### config.mk
export PLATFORM = sky130hd
export DESIGN_NAME = fpu_arbiter
export DESIGN_NICKNAME = d
export VERILOG_FILES = /design/src/rtl/fpu_arbiter.sv
export SDC_FILE = /design/constraint.sdc
export NUM_CORES = 1
export LEC_CHECK = 0
export BUFFER_PORTS_ARGS = -buffer_cell sky130_fd_sc_hd__buf_2
export CORE_AREA = 3 3 159 161
export CTS_CLUSTER_DIAMETER = 120
export CTS_CLUSTER_SIZE = 14
export DETAILED_ROUTE_END_ITERATION = 6
export DIE_AREA = 0 0 162 164
export PLACE_DENSITY_LB_ADDON = 0.2
export SETUP_SLACK_MARGIN = 0.5
export SYNTH_ARGS = -nofsm -noshare
export SYNTH_HDL_FRONTEND = slang
export SYNTH_SLANG_ARGS = --single-unit
### constraint.sdc
create_clock -name clock_100Khz -period 2.1 [get_ports clock_100Khz]
set_input_delay 0.525 -clock clock_100Khz [delete_from_list [all_inputs] [get_ports clock_100Khz]]
set_output_delay 0.525 -clock clock_100Khz [all_outputs]
set_load 0.005 [all_outputs]
### src/rtl/fpu_arbiter.sv
// fpu_arbiter: round-robin sharing of one FPU among NUM_REQ requesters; each op is launched by an FPU reset pulse.
// Optional macro FPU_ZERO_BYPASS_EN answers ops with a zero operand directly, without touching the FPU.
module fpu_arbiter #(
    parameter int NUM_REQ = 4,
    parameter int FPU_LAT = 32,
    parameter int ID_W    = $clog2(NUM_REQ)
) (
    input  logic                   clock_100Khz,
    input  logic                   reset,
    input  logic [NUM_REQ-1:0]     req_valid,
    input  logic [32*NUM_REQ-1:0]  req_op_a,
    input  logic [32*NUM_REQ-1:0]  req_op_b,
    output logic [NUM_REQ-1:0]     req_ready,
    output logic                   rsp_valid,
    input  logic                   rsp_ready,
    output logic [ID_W-1:0]        rsp_id,
    output logic [31:0]            rsp_data,
    output logic [3:0]             rsp_status,
    output logic                   busy,
    output logic                   fpu_rst_n,
    output logic [31:0]            fpu_op_a,
    output logic [31:0]            fpu_op_b,
    input  logic [31:0]            fpu_data_in,
    input  logic [3:0]             fpu_status_in
);
    localparam int CW = $clog2(FPU_LAT + 1);

    if (FPU_LAT < 1 || NUM_REQ < 2 || NUM_REQ > 8) begin : g_param_check
        $error("fpu_arbiter: FPU_LAT must be >= 1 and NUM_REQ must be in 2..8");
    end

    typedef enum logic [2:0] {IDLE, LAUNCH, WAIT, CAPTURE, RESPOND} state_t;

    state_t            state, state_nx;
    logic [ID_W-1:0]   rr_ptr, rr_nx, gnt, idx, id_nx;
    logic              gnt_any, valid_nx, frst_nx;
    logic [CW-1:0]     cnt, cnt_nx;
    logic [NUM_REQ-1:0] ready_nx;
    logic [31:0]       data_nx, op_a_nx, op_b_nx, sel_a, sel_b;
    logic [3:0]        status_nx;

`ifdef FPU_ZERO_BYPASS_EN
    logic        byp, byp_nx, a_zero, b_zero;
    logic [31:0] byp_data, byp_data_nx;
    assign a_zero = sel_a[30:0] == '0;
    assign b_zero = sel_b[30:0] == '0;
`endif

    // Cyclic search from rr_ptr; scanning downward leaves the nearest pending requester in gnt.
    always_comb begin
        gnt     = '0;
        idx     = '0;
        gnt_any = 1'b0;
        for (int i = NUM_REQ - 1; i >= 0; i--) begin
            idx = ID_W'((32'(rr_ptr) + 32'(i)) % 32'(NUM_REQ));
            if (req_valid[idx]) begin
                gnt     = idx;
                gnt_any = 1'b1;
            end
        end
    end

    assign sel_a = req_op_a[{gnt, 5'b0} +: 32];
    assign sel_b = req_op_b[{gnt, 5'b0} +: 32];

    always_comb begin
        state_nx  = state;
        rr_nx     = rr_ptr;
        cnt_nx    = cnt;
        ready_nx  = '0;
        valid_nx  = rsp_valid;
        id_nx     = rsp_id;
        data_nx   = rsp_data;
        status_nx = rsp_status;
        op_a_nx   = fpu_op_a;
        op_b_nx   = fpu_op_b;
        frst_nx   = 1'b1;
`ifdef FPU_ZERO_BYPASS_EN
        byp_nx      = byp;
        byp_data_nx = byp_data;
`endif
        case (state)
            IDLE: if (gnt_any) begin
                ready_nx[gnt] = 1'b1;
                id_nx         = gnt;
                op_a_nx       = sel_a;
                op_b_nx       = sel_b;
                frst_nx       = 1'b0;
                state_nx      = LAUNCH;
`ifdef FPU_ZERO_BYPASS_EN
                byp_nx      = a_zero || b_zero;
                byp_data_nx = a_zero ? (b_zero ? '0 : sel_b) : sel_a;
                if (a_zero || b_zero) begin
                    op_a_nx  = fpu_op_a;
                    op_b_nx  = fpu_op_b;
                    frst_nx  = 1'b1;
                    state_nx = CAPTURE;
                end
`endif
            end
            LAUNCH: begin
                cnt_nx   = CW'(FPU_LAT - 1);
                state_nx = WAIT;
            end
            WAIT: begin
                cnt_nx   = cnt == '0 ? cnt : cnt - 1'b1;
                state_nx = cnt == '0 ? CAPTURE : WAIT;
            end
            CAPTURE: begin
                data_nx   = fpu_data_in;
                status_nx = fpu_status_in;
                valid_nx  = 1'b1;
                state_nx  = RESPOND;
`ifdef FPU_ZERO_BYPASS_EN
                if (byp) begin
                    data_nx   = byp_data;
                    status_nx = '0;
                end
`endif
            end
            RESPOND: if (rsp_ready) begin
                valid_nx = 1'b0;
                rr_nx    = rsp_id == ID_W'(NUM_REQ - 1) ? '0 : rsp_id + 1'b1;
                state_nx = IDLE;
            end
            default: state_nx = IDLE;
        endcase
    end

    always_ff @(posedge clock_100Khz or negedge reset) begin
        if (!reset) begin
            state      <= IDLE;
            rr_ptr     <= '0;
            cnt        <= '0;
            req_ready  <= '0;
            rsp_valid  <= 1'b0;
            rsp_id     <= '0;
            rsp_data   <= '0;
            rsp_status <= '0;
            fpu_op_a   <= '0;
            fpu_op_b   <= '0;
            fpu_rst_n  <= 1'b0;
            busy       <= 1'b0;
`ifdef FPU_ZERO_BYPASS_EN
            byp        <= 1'b0;
            byp_data   <= '0;
`endif
        end else begin
            state      <= state_nx;
            rr_ptr     <= rr_nx;
            cnt        <= cnt_nx;
            req_ready  <= ready_nx;
            rsp_valid  <= valid_nx;
            rsp_id     <= id_nx;
            rsp_data   <= data_nx;
            rsp_status <= status_nx;
            fpu_op_a   <= op_a_nx;
            fpu_op_b   <= op_b_nx;
            fpu_rst_n  <= frst_nx;
            busy       <= state_nx != IDLE;
`ifdef FPU_ZERO_BYPASS_EN
            byp        <= byp_nx;
            byp_data   <= byp_data_nx;
`endif
        end
    end
endmodule

### Word level (Yosys, flattened, before mapping)

Cells that the tools add are included.

* $add $sub $neg: 5
* multiply operators: 0
* divide/modulo/power cells: 0
* order comparisons: 6
* eq/ne operators: 7
* shift-type cells: 2
* muxes and demuxes: 31
* bitwise gates (word level): 0
* reductions and logical operators: 10

Operators with widths (number)
* $shiftx A128 B8 Y32: 2
* $lt A2 B3 Y1 const B: 5
* $pmux W3 S5: 1
* $mux W1: 13
* $pmux W6 S2: 1
* $mux W2: 5
* $bmux W1 S2: 4
* $mux W4: 2
* $reduce_and A2 Y1: 4
* $eq A3 B2 Y1 const B: 2
* $logic_not A6 Y1: 1
* $mux W3: 2
* $mux W6: 1
* $sub A6 B1 Y6 const B: 1
* $add A2 B1 Y2 const B: 2
* $add A2 B2 Y2 const B: 2
* $ne A2 B2 Y1 const B: 2
* $reduce_bool A2 Y1: 2
* $eq A3 B1 Y1 const B: 1
* $eq A3 B3 Y1 const B: 1
* $logic_not A3 Y1: 1
* $reduce_bool A3 Y1: 1
* $demux W1 S2: 1
* $eq A2 B2 Y1 const B: 1
* 3 further kinds: 3

* flip-flop bits (word level): 120
* latch bits: 0
* RAM bits: 0
* bits in read-only memories: 0
* memories: 0

### Longest topological paths before layout

Gate-level depths: netlist (run 1).

* depth in word-level cells: 13
* gate-level depth with buffers: 8
* depth with buffers taken out: 6

### Worst setup path before layout (run 1)

No wires, ideal clock.

* path kind: register -> register
* start: reg state[0]
* end: reg fpu_op_a[19]
* setup time: 87 ps
* data arrival time: 1773 ps
* data required time: 2013 ps
* path slack: 240 ps
* cell stages (with the launch flop): 9
* path buffers: 3
* period minus slack after synthesis: 1860 ps
* cell sequence: dfrtp_1 -> buf_2 -> nor4_4 -> inv_2 -> or3_1 -> buf_4 -> buf_6 -> a21o_1 -> o211ai_1

* longest elaborated chain between the ends: 2

RTL lines
* start, declared: line 34 `state_t state, state_nx;`
* start signal, assigned: line 149 `state <= state_nx;`
* $logic_not A3 Y1: line 82 `case (state)`
* $reduce_and A2 Y1 (no source line)
* end signal, assigned: line 157 `fpu_op_a <= op_a_nx;`
* end, declared: line 21 `output logic [31:0] fpu_op_a,`

Every way passes these cells.
A chain may end at the register's enable or synchronous reset.

### Worst setup path in the final report (run 1)

* start: reg rr_ptr[1]
* end: reg fpu_op_a[17]

* longest elaborated chain between the ends: 8

RTL lines
* start, declared: line 35 `logic [ID_W-1:0] rr_ptr, rr_nx, gnt, idx, id_nx;`
* start signal, assigned: line 150 `rr_ptr <= rr_nx;`
* $add A2 B2 Y2: line 55 `idx = ID_W'((32'(rr_ptr) + 32'(i)) % 32'(NUM_REQ));`
* $bmux W1 S2: line 56 `if (req_valid[idx]) begin`
* $mux W1 (implied by the code): line 56
* $mux W2 or $mux W1 (tied branches) (4 in a row): line 56
* $shiftx A128 B8 Y32 or $reduce_and A2 Y1 (tied branches)

Parallel ways exist; a longest one is shown, timed or not. The select of a mux whose other input is x is not followed.

==> results of run 1 <==
worst max path at each step:
stage	cells after the start	slack, ns	end	startpoint
detailed placement	7	-0.008	fpu_op_b[21]	req_valid[3]
global placement	7	-0.02	fpu_op_b[21]	req_valid[3]
finish	7	0.27	fpu_op_a[17]	rr_ptr[1]
global route	7	0.22	fpu_op_b[3]	rr_ptr[1]
floorplan	8	0.29	fpu_op_b[8]	state[1]
CTS	6	0.30	fpu_op_b[20]	state[2]
logic make-up after synthesis:
logic type,count (synthesis),share of synthesized area
flops,120,0.449
buf+inv,70,0.0469
mux,104,0.163
simple gates,178,0.122
compound gates,217,0.215
fa+ha+maj,2,0.00374
xor+xnor,1,0.00131
critical path: stages (launching register included):
cell       delay [ns]
dfrtp_2          0.45
mux2i_4          0.29
buf_4            0.15
o2bb2ai_4        0.19
clkbuf_16        0.27
o21ai_0          0.11
a21o_1           0.18
o211ai_1         0.09
cells in the final DEF, fill, tap and decap left out, types with 2 or more instances in the layout:
| cell | Yosys | layout |
|---|---|---|
| dfrtp_1 | 120 | 119 |
| inv_8 | 0 | 3 |
| clkinvlp_4 | 0 | 2 |
| inv_6 | 0 | 7 |
| nand2_2 | 0 | 2 |
| clkbuf_16 | 0 | 29 |
| mux2_2 | 38 | 38 |
| nor2_1 | 14 | 12 |
| nor2b_1 | 3 | 2 |
| ha_1 | 2 | 2 |
| o21ai_1 | 0 | 2 |
| buf_16 | 0 | 4 |
| buf_4 | 1 | 22 |
| a21o_1 | 66 | 65 |
| buf_12 | 0 | 19 |
| buf_2 | 14 | 406 |
| nand2_1 | 77 | 73 |
| o21ai_0 | 73 | 71 |
| mux2i_4 | 0 | 5 |
| nand2_8 | 0 | 2 |
| mux2i_2 | 0 | 13 |
| nor3_4 | 0 | 2 |
| buf_6 | 4 | 4 |
| o211ai_1 | 64 | 64 |
| a2bb2oi_1 | 3 | 2 |
| inv_1 | 4 | 4 |
| mux2i_1 | 66 | 48 |
| a21oi_1 | 6 | 5 |
| nand3_1 | 68 | 67 |
| bufinv_16 | 0 | 2 |
| and3_1 | 2 | 2 |
stage by stage:
stage	utilization	worst slack [ns]	total power (µW)	hold WS (ns)	area, µm²
6_report	0.446	0.274	15400	0.0902	10800
3_5_place_dp	0.388	-0.00792	11000	0.488	9350
5_1_grt	0.446	0.216	16400	0.0925	10800
2_1_floorplan	-	0.289	7970	0.229	6750
3_3_place_gp	0.388	-0.0238	10900	0.482	9350
4_1_cts	0.423	0.298	14600	0.0949	10200
routing by layer:
metal	global-route usage	up-vias	wire, µm
met5	0	-	0
met4	0.0624	0	570
met3	0.0424	34	1890
met2	0.344	324	15500
met1	0.248	3537	12300
li1	-	3378	-
where the power goes:
part,total (µW),switching (µW),internal (µW)
clock,3090,1290,1800
sequential,4030,586,3450
combinational,8280,4200,4080
total,15400,6080,9320
state kept, by name, summed over array words and instances (netlist names):
signal,cells
fpu_op_a,32
fpu_op_b,32
rsp_data,32
cnt,6
req_ready,4
rsp_status,4
state,3
rr_ptr,2
rsp_id,2
busy,1
fpu_rst_n,1
rsp_valid,1
final cells by class:
cell class                      count  area [µm²]  area share
Tap cell                          324         405      0.0377
Clock buffer                       17         425      0.0395
Timing Repair Buffer              468        3050       0.283
Clock inverter                     15         179      0.0166
Multi-Input combinational cell    503        3670       0.342
Antenna cell                        1        2.50    0.000233
Inverter                            5        18.8     0.00174
Sequential cell                   120        3000       0.279
repair_timing:
item,in CTS,in global routing
hold buffers,0,0
pin swaps,6,7
gates cloned,4,14
setup endpoints to repair,104,108
setup buffers,4,10
hold endpoints to repair,0,0
gates resized for setup,26,31
==> impl_results.md, run 1 <==
* Run status: finished clean
* Share of layout cells above drive strength 1 at 0.517
* Final Hold Vio Count at 0
* # nets final at 1,416
* R2R setup slack at around 0.27 ns
* CP Launch Type: flop
* Total die area at approximately 27,000 µm²
* CP Max Fanout at 21
* Register area share after synthesis at 0.449
* Gr usage total at 0.199
* PD cells at ~1400 nW/µm²
* Worst Skew at around 0.011 ns
* Largest area contributor in the netlist: dfrtp_1
* Post-synth EDFFs at 0
* IO Count at 408
* Clock buffer count from CTS at 17
* Slew Viols, Final at 0
* WL/cell at roughly 21 µm
* Tcrit/Tclk final at 0.869
* Reg2Reg Launch Point: rr_ptr[1]
* Placed cells at between 1,000 and 1,500
* CP Capture Type: flop
* Rows at 57
* CTS tree: built
* Clk buf depth at 2
* Mapped Cells at slightly below 700
* Leakage at around 0.0053 µW
* Warnings from Yosys at 0
* Worst path arrival time at 2.16 ns
* Clk slew on worst S/H paths at 0.07 ns
* WP data required at 2.43 ns
* Sum of negative setup slack at 0 ns
* Width of the die at between 150 and 200 µm
* Flops & latches, synth at between 100 and 150
* DR vias/cell at between 5 and 6
* Highest clock rate at about 550 MHz
* Port Buf Inserts at between 400 and 500
* Minimum clock period at about 1.8 ns
* Top cell type's share of synthesized area at 0.449
* Count leader, synth: dfrtp_1
* Worst r2r path cells at 7
* Worst-skew pair later-pin latency at roughly 0.42 ns
* Initial Util at 0.278
* Async set or reset register ratio after synthesis at 1.00
* Final RePlAce weighted congestion at ~0.80
* Clock Sinks at 120
* Commonest cells in the netlist: 120 x dfrtp_1, 77 x nand2_1, 73 x o21ai_0
* Avg Inst Size Synth at about 9.7 µm²
* DR pass1 iterations at 5
* R2r endpoint: fpu_op_a[17]
* Worst slew pin tran at between 0.4 and 0.5 ns
* Drt drc at 0
* Via count at 7,273
* Post-detailed-placement half-perimeter wirelength at between 15 and 20 mm
* RSZ-0062 raised after global routing: true
* Synth area leaders: dfrtp_1 45%, mux2i_1 9.9%, a21o_1 7.4%
* VDD IR-drop max at 0.891 mV
* Hold/Removal Path Class: primary input to asynchronous set/reset pin
* Filler Cell Count at about 2,400
* Remaining Overflow, GRT at 0
* CTS H-tree depth at 4
* Largest net degree at the start of global routing at slightly above 70
* Netlist cell types at 35
* DRT Wirelength at just over 30 mm
* Maxcap violations at 0
* Clk root buf: clkbuf_16
* Synth-to-Final Area Change at 60.7%
* Syn nets at between 900 and 1,000
* Layout Cells excl Fill at around 1,500
* First-pass GRT wire length at approximately 40 mm
* Die Ht at around 160 µm
* Critical path class: flop to flop
* Core area at around 24,000 µm²
* Final setup fails at 0
* Main synth FF type: dfrtp_1
* Initial antenna violation count at 0
* Post-Syn Area at 6690 µm²
* Antenna Violating Nets Remaining at 0
* Slew HR at 0.730
* Number of global-route vias before repair at 6,929
* Iter 0 DRT Violations at about 520
Power figures use the tool's default switching activity.
==> run 2, diff against run 1 <==
--- a/config.mk
+++ b/config.mk
@@ -6,11 +6,15 @@
 export NUM_CORES = 1
 export LEC_CHECK = 0
 export BUFFER_PORTS_ARGS = -buffer_cell sky130_fd_sc_hd__buf_2
-export CORE_AREA = 3 3 159 161
+export CELL_PAD_IN_SITES_DETAIL_PLACEMENT = 1
+export CELL_PAD_IN_SITES_GLOBAL_PLACEMENT = 1
+export CORE_ASPECT_RATIO = 1.75
+export CORE_MARGIN = 3
+export CORE_UTILIZATION = 28
 export CTS_CLUSTER_DIAMETER = 120
 export CTS_CLUSTER_SIZE = 14
 export DETAILED_ROUTE_END_ITERATION = 6
-export DIE_AREA = 0 0 162 164
+export GPL_TIMING_DRIVEN = 0
 export PLACE_DENSITY_LB_ADDON = 0.2
 export SETUP_SLACK_MARGIN = 0.5
 export SYNTH_ARGS = -nofsm -noshare
==> constraint.sdc (replaced) <==
create_clock -name clock_100Khz -period 1.6 [get_ports clock_100Khz]
set_input_delay 0.4 -clock clock_100Khz [delete_from_list [all_inputs] [get_ports clock_100Khz]]
set_output_delay 0.4 -clock clock_100Khz [all_outputs]
set_load 0.005 [all_outputs]
==> run 2 against run 1 <==
Net effect: the flow now finishes with violations (hold timing, setup timing); worst hold slack got worse by 0.15 ns; die area decreased by 2.6%; sequential power up 34%; flip-flop and latch count unchanged; combinational power up 59%; global-route usage is 4.4 points higher; critical path depth up 1; fmax fell by 9.4%.
==> impl_results.md, run 2 (synthesis results as in run 1) <==
* Minimum clock period at 2.01 ns (was 1.83 ns)
* Maxcap violations at 0 (unchanged)
* Tot Pwr at 22,600 µW (was 15,400 µW)
* RSZ-0062 raised after global routing: true (unchanged)
* Die Ht at 211 µm (was 164 µm)
* CTS H-tree depth at 4 (unchanged)
* CP Capture Type: flop (unchanged)
* DR pass1 iterations at 4 (was 5)
* CP Launch Type: flop (unchanged)
* Width of the die at 123 µm (was 162 µm)
* Rows at 74 (was 57)
* DR vias/cell at 5.01 (about the same)
* FF/Latch Area at 3010 µm² (was 3000 µm²)
* Hold/Removal Path Class: primary input to asynchronous set/reset pin (unchanged)
* Share of layout cells above drive strength 1 at 0.568 (was 0.517)
* WP data required at 1.94 ns (was 2.43 ns)
* Leakage at 0.00595 µW (was 0.00526 µW)
* PD cells at 1950 nW/µm² (was 1430 nW/µm²)
* Initial Util at 0.286 (was 0.278)
* Port Buf Inserts at 407 (unchanged)
* Run status: finished with violations (was finished clean)
* Final hold slack at -0.0599 ns (was 0.0902 ns)
* VDD IR-drop max at 0.895 mV (was 0.891 mV)
* Final WS setup at -0.414 ns (was 0.274 ns)
* Highest clock rate at 496 MHz (was 548 MHz)
* Gr usage total at 0.243 (was 0.199)
* Sum of negative setup slack at -34.18 ns (was 0 ns)
* DRT Wirelength at 33.6 mm (was 30.3 mm)
* Number of global-route vias before repair at 8,156 (was 6,929)
* Most frequent cells in the layout: 398 x buf_2, 117 x dfrtp_1, 83 x buf_4 (was 406 x buf_2, 119 x dfrtp_1, 73 x nand2_1)
* Slew HR at 0.587 (was 0.730)
* Iter 0 DRT Violations at 283 (was 519)
* Slew Viols, Final at 0 (unchanged)
* Core area at 23,400 µm² (was 24,100 µm²)
* Final Hold Vio Count at 59 (was 0)
* WL/cell at 21.7 µm (was 20.9 µm)
* Drt drc at 0 (unchanged)
* Multi-input gate area at 3860 µm² (was 3670 µm²)
* CTS tree: built (unchanged)
* Largest net degree at the start of global routing at 62 (was 72)
* Total die area at 25,900 µm² (was 26,600 µm²)
* Initial antenna violation count at 6 (was 0)
* Final instance area at 11,600 µm² (was 10,800 µm²)
* Violated checks: hold timing, setup timing
* Clock buffer count from CTS at 17 (unchanged)
* Final setup fails at 108 (was 0)
* Placed instance area at 9450 µm² (was 9350 µm²)
* CP Max Fanout at 10 (was 21)
* # nets final at 1,525 (was 1,416)
* Clk slew on worst S/H paths at 0.06 ns (was 0.07 ns)
* Tcrit/Tclk final at 1.26 (was 0.869)
* Via count at 7,751 (was 7,273)
* Biggest regs: fpu_op_a x32, fpu_op_b x32, rsp_data x32 (unchanged)
* Most common cell after layout, fill and taps aside: buf_2 (unchanged)
* IO Count at 408 (unchanged)
* Clock Sinks at 120 (unchanged)
* Clk buf depth at 2 (unchanged)
* Clk root buf: clkbuf_16 (unchanged)
* Critical path class: flop to flop (unchanged)
* First-pass GRT wire length at 47.1 mm (was 40.7 mm)
* Synth-to-Final Area Change at 73.7% (was 60.7%)
* Worst slew pin tran at 0.620 ns (was 0.405 ns)
* Worst path arrival time at 2.35 ns (was 2.16 ns)
* Worst-skew pair later-pin latency at 0.44 ns (was 0.42 ns)
* Filler Cell Count at 2,829 (was 2,419)
* Remaining Overflow, GRT at 0 (unchanged)
* Post-detailed-placement half-perimeter wirelength at 23.7 mm (was 19.5 mm)
* Antenna Violating Nets Remaining at 0 (unchanged)
* Final RePlAce weighted congestion at 0.807 (was 0.803)
* Worst Skew at 0.00687 ns (was 0.0110 ns)
[run 2: cell count changes in the layout (fill, tap and decap cells not counted), sizes merged]
| cell | change |
|---|---|
| buf | +81 |
| clkbuf | +32 |
| clkinv | +2 |
| clkinvlp | +2 |
| diode | +5 |
| inv | -7 |
| nand2 | -1 |
[run 2: final timing paths]
check,startpoint,endpoint,slack [ns],cells past startpoint
worst max-delay path,state[2],fpu_op_a[30],-0.41,8
worst min-delay path,reset,rsp_data[1],-0.06,1
worst max register to register,state[2],fpu_op_a[30],-0.41,8
worst min register to register,fpu_op_a[20],fpu_op_a[20],0.50,2
max in group asynchronous,reset,fpu_op_b[6],0.88,2
min in group clock_100Khz,fpu_data_in[12],rsp_data[12],0.19,2
[run 2: repair_timing]
| item | CTS | global route |
|---|---|---|
| gates cloned | 2 | 4 |
| hold endpoints to repair | 59 | 10 |
| pin swaps | 6 | 13 |
| setup buffers | 57 | 42 |
| resized for setup | 99 | 96 |
| setup endpoints to repair | 228 | 228 |
[run 2: critical path, stage by stage (launching register included)]
cell	delay (ns)
dfrtp_1	0.39
clkbuf_8	0.15
nor4_4	0.34
inv_4	0.06
or3_4	0.41
buf_12	0.17
buf_8	0.14
a21o_1	0.15
o211ai_1	0.10
[run 2: where the power goes]
part,switching [µW],internal [µW],total [µW],leakage [µW]
registers,884,4530,5420,0.00144
clock network,1600,2390,4000,0.000280
logic,6180,7020,13200,0.00422
[run 2: routing by layer]
metal / track usage / wire (µm)
met2: 0.451 / 18500
met3: 0.0507 / 1690
met5: 0 / 0
met1: 0.266 / 12400
met4: 0.0874 / 928
[run 2: cell type report]
type / count / area share
clock buffer: 20 / 0.0393
buffer: 65 / 0.0550
inverter: 5 / 0.00183
tap: 304 / 0.0327
clock inverter: 12 / 0.0123
sequential: 120 / 0.259
timing repair buffer: 513 / 0.267
antenna: 6 / 0.00129
multi-input combinational: 502 / 0.332
[run 2: metrics by stage]
step | hold slack [ns] | util | cells | worst slack, ns
global placement | 0.483 | 0.402 | 1403 | -1.73
CTS | -0.0327 | 0.465 | 1495 | -0.445
detailed placement | 0.436 | 0.403 | 1404 | -0.783
floorplan | 0.104 | - | 692 | -0.211
finish | -0.0599 | 0.496 | 1547 | -0.414
global route | -0.0274 | 0.496 | 1547 | -0.487
